`src/rtl/double_rate_ddr.sv`:
```
// double_rate_ddr: DDR byte capture on both clk edges, re-serialized onto dout at double rate (DOUBLE_RATE_CSN_SEL_EN: csn picks the half, else clk level does)
`timescale 1ns/100ps
module double_rate_ddr (
   input  logic       clk,
   input  logic       rstn,
   input  logic       csn,
   input  logic [7:0] din,
   input  logic       din_en,
   output logic [7:0] dout,
   output logic       dout_en
);
   logic [7:0] neg_cap_q, first_q, second_q;
   logic       neg_vld_q, dout_en_q, pair_ld_d;
   assign pair_ld_d = din_en & neg_vld_q;
   assign dout_en   = dout_en_q;
   // falling-edge capture of the older word and its valid flag
   always_ff @(negedge clk or negedge rstn)
      if (!rstn) begin
         neg_cap_q <= '0;
         neg_vld_q <= 1'b0;
      end else begin
         neg_vld_q <= din_en;
         if (din_en) neg_cap_q <= din;
      end
   // align a complete pair to the rising edge
   always_ff @(posedge clk or negedge rstn)
      if (!rstn) begin
         first_q   <= '0;
         second_q  <= '0;
         dout_en_q <= 1'b0;
      end else begin
         dout_en_q <= pair_ld_d;
         if (pair_ld_d) begin
            first_q  <= neg_cap_q;
            second_q <= din;
         end
      end
`ifdef DOUBLE_RATE_CSN_SEL_EN
   assign dout = csn ? second_q : first_q;
`else
   logic unused_csn;
   assign unused_csn = csn;
   assign dout = clk ? first_q : second_q;
`endif
endmodule

```
`config.mk`:
```
export PLATFORM = sky130hd
export DESIGN_NAME = double_rate_ddr
export DESIGN_NICKNAME = d
export VERILOG_FILES = /design/src/rtl/double_rate_ddr.sv
export SDC_FILE = /design/constraint.sdc
export NUM_CORES = 1
export LEC_CHECK = 0
export ABC_AREA = 1
export ABC_CLOCK_PERIOD_IN_PS = 1240
export BUFFER_PORTS_ARGS = -buffer_cell sky130_fd_sc_hd__buf_4
export CELL_PAD_IN_SITES_DETAIL_PLACEMENT = 0
export CELL_PAD_IN_SITES_GLOBAL_PLACEMENT = 1
export CORE_AREA = 2 2 61 63
export CTS_CLUSTER_DIAMETER = 50
export CTS_CLUSTER_SIZE = 40
export DETAILED_ROUTE_END_ITERATION = 8
export DIE_AREA = 0 0 63 65
export PLACE_DENSITY = 0.66
export SLEW_MARGIN = 20
export SYNTH_ARGS = -nofsm -noshare
export SYNTH_HDL_FRONTEND = slang
export SYNTH_SLANG_ARGS = --single-unit
```
`constraint.sdc`:
```
create_clock -name clk -period 1.24 [get_ports clk]
set_clock_uncertainty 0.2 [all_clocks]
set_input_delay 0.248 -clock clk [delete_from_list [all_inputs] [get_ports clk]]
set_output_delay 0.248 -clock clk [all_outputs]
set_load 0.02 [all_outputs]
```
==> summary.md <==
| Metric | Value |
|---|---|
| Status | `finished, violations left` |
| Violated checks | `setup timing` |
| Slew HR | `85.0%` |
| GPL Wtd Cong | `0.732` |
| Synth top area share | `36.8%` |
| Fraction of layout cells with a size suffix above 1 | `47.9%` |
| Average wire per standard cell | `11.8 um` |
| Part of the power in registers | `23.6%` |
| Synthesis-to-layout area growth | `75.1%` |
| Initial DRC Count | `32` |
| Max FO, Critical Path | `5` |
| Clk_lat worst skew | `0.43 ns` |
| Syn nets | `144` |
| Number of enable flip-flop cells after synthesis | `0` |
| Synth cell types | `10` |
| Lkg Pwr | `1.04 nW` |
| N_diodes | `0` |
| Setup crit start kind | `register` |
| Vias per cell | `4.49` |
| Setup WS pre-CTS | `-0.533 ns` |
| Mux cell area share after synthesis | `0%` |
| DRT Wirelength | `2.82 mm` |
| Die Y | `65 um` |
| Die width | `63 um` |
| Synth Area in Compound Gates | `6.92%` |
| Post-Synth XOR/XNOR Area | `0%` |
| Synth Area in Simple Gates | `24.2%` |
| Sw Ratio | `36.6%` |
| Setup-failing EPs final | `42` |
| Post-Synthesis Cells | `132` |
| PortBufs | `19` |
| Crit path required time | `1.41 ns` |
| PwrDens | `2140 nW/um^2` |
| First-pass GRT wire length | `4.91 mm` |
| Post-synth top cells | `nand2_1 (48), dfrtp_1 (17), inv_1 (17), nand3_1 (16), o21ai_0 (10)` |
| Setup slack after layout | `-0.506 ns` |
| Top FF cell, synth | `dfrtp_1` |
| DR vias | `1077` |
| Remaining global-route overflow | `0` |
| Comb power frac | `7.9%` |
| Fillers | `313` |
| Synthesized area | `1160 sq um` |
| Count of state elements after synthesis | `26` |
| Final HPWL DP | `1.56 mm` |
| Sequential share of the synthesized area | `56.2%` |
| Initial antenna violation count | `0` |
| Setup CP Type | `reg2reg` |
| P_int | `2.76 mW` |
| Hold crit path type | `in2reg` |
| Main combinational cell family by area after synthesis | `simple AND/OR/NAND/NOR gates` |
| DRC violations left | `0` |
| Mapped Avg Cell Area | `8.77 sq um` |
| 1st-pass router iterations | `5` |
| IO Pins | `21` |
| Worst-Margin Slew | `0.225 ns` |
| Synth area leader | `dfrtp_1` |
| Final core utilization | `58.0%` |
| Top cells by area, synth | `dfrtp_1 (37%), dfrtn_1 (19%), nand2_1 (16%)` |
| Max Slew Vio Count | `0` |
| Asr flop ratio synth | `100%` |
| # Max-Cap Violations | `0` |
| Post-route cell area | `2030 sq um` |
| Yosys warning total | `0` |
| Top-count cell post-synth | `nand2_1` |
| Clk pwr share | `68.4%` |
| Gr usage total | `16.1%` |
| Max VDD drop | `0.614 mV` |
| Antenna-violating nets left | `0` |
| Synth Area in Adders | `0%` |
| Clock-pin slew on the worst setup and hold paths | `0.15 ns` |
| Final #Nets | `203` |
| Hold Vio Cnt, Final | `0` |
| Site Rows | `22` |
| Crit end category | `register` |
| Vias in the first global route | `1292` |
| Largest net degree at the start of global routing | `25` |
| Critical Path AT | `1.92 ns` |
| Starting density of the core | `33.1%` |
| Total core area | `3500 sq um` |
| CTS tree | `done` |
| Cell Area, Placed | `1480 sq um` |
| P_sw | `1.59 mW` |
| Die area | `4100 sq um` |
| RSZ-0062 raised after global routing | `true` |
[critical path, cell delays in order (launching register included)]
cell and delay, ns:
dfrtn_1 0.45, buf_6 0.15, buf_6 0.13, nand3_2 0.06, nand2_1 0.06
[power groups by stage]
stage / Sequential, mW / Clock, mW / Combinational (mW)
after floorplan: 1.01 / 0.880 / 0.163
after global placement: 1.02 / 0.833 / 0.229
after detailed placement: 1.03 / 0.833 / 0.239
after CTS: 1.02 / 2.87 / 0.329
after global routing: 1.04 / 3.16 / 0.383
final: 1.03 / 2.97 / 0.344
[registers in the layout, summed over array words and instances, names as in the netlist]
name and cells:
dout_en 1, neg_cap_q 8, neg_vld_q 1, second_q 8
first_q 8
[cell type report]
cell class	instances	area, sq um	share of cell area, %
Sequential cell	26	651	32.1
Multi-Input combinational cell	82	582	28.7
Timing Repair Buffer	44	382	18.8
Clock buffer	21	277	13.6
Inverter	17	63.8	3.15
Tap cell	48	60.1	2.96
Clock inverter	2	12.5	0.617
[repair_timing]
action	4_1_cts	5_1_grt
buffers inserted	5	3
cloned	2	0
hold endpoints to repair	36	0
pin swaps	17	2
setup endpoints to repair	42	46
resized for setup	40	12
hold buffers	12	0
[metrics by stage]
step / hold WS, ns / setup TNS, ns / power [mW] / std cells
finish: 0.0831 / -11.99 / 4.34 / 240
global route: 0.0777 / -12.85 / 4.59 / 240
CTS: 0.0704 / -12.15 / 4.22 / 237
detailed placement: -0.0790 / -12.27 / 2.10 / 204
global placement: -0.0844 / -11.57 / 2.08 / 204
floorplan: -0.248 / -10.69 / 2.05 / 132
[worst paths after layout]
kind | endpoint | slack [ns] | cells after the start | startpoint
setup reg to reg | second_q[5]$_DFFE_PN0P_ | -0.51 | 4 | neg_vld_q$_DFF_NN0_
setup / recovery | second_q[5]$_DFFE_PN0P_ | -0.51 | 4 | neg_vld_q$_DFF_NN0_
min in group asynchronous | first_q[6]$_DFFE_PN0P_ | 0.18 | 3 | rstn
hold / removal | second_q[2]$_DFFE_PN0P_ | 0.08 | 4 | din_en
hold reg to reg | neg_cap_q[6]$_DFFE_NN0P_ | 0.29 | 2 | neg_cap_q[6]$_DFFE_NN0P_
max in group asynchronous | neg_cap_q[0]$_DFFE_NN0P_ | 0.15 | 2 | rstn
[placed cells by master, fill, tap and decap left out, types with 9 or more instances in the layout]
master / netlist / final
nand3_2: 0 / 11
nand2_4: 0 / 9
dfrtn_1: 9 / 9
buf_4: 2 / 28
buf_6: 6 / 13
inv_1: 17 / 9
dlygate4sd3_1: 0 / 11
nand2_1: 48 / 38
dfrtp_1: 17 / 17
[cell families (layout without fill, tap and decap cells)]
group	after synthesis	in the layout
flip-flops	26	26
buffers and inverters	25	84
AO/OA/AOI/OAI	16	16
AND/OR/NAND/NOR	65	66
[per-layer routing]
metal	routed length (um)	global-route usage, %	up-vias
met5	0	0	-
met3	161	8.33	3
met2	1440	21.8	32
met4	21	19.2	0
met1	1200	16.3	514
li1	-	-	528
Note: power is estimated with default switching activity, not from simulation.
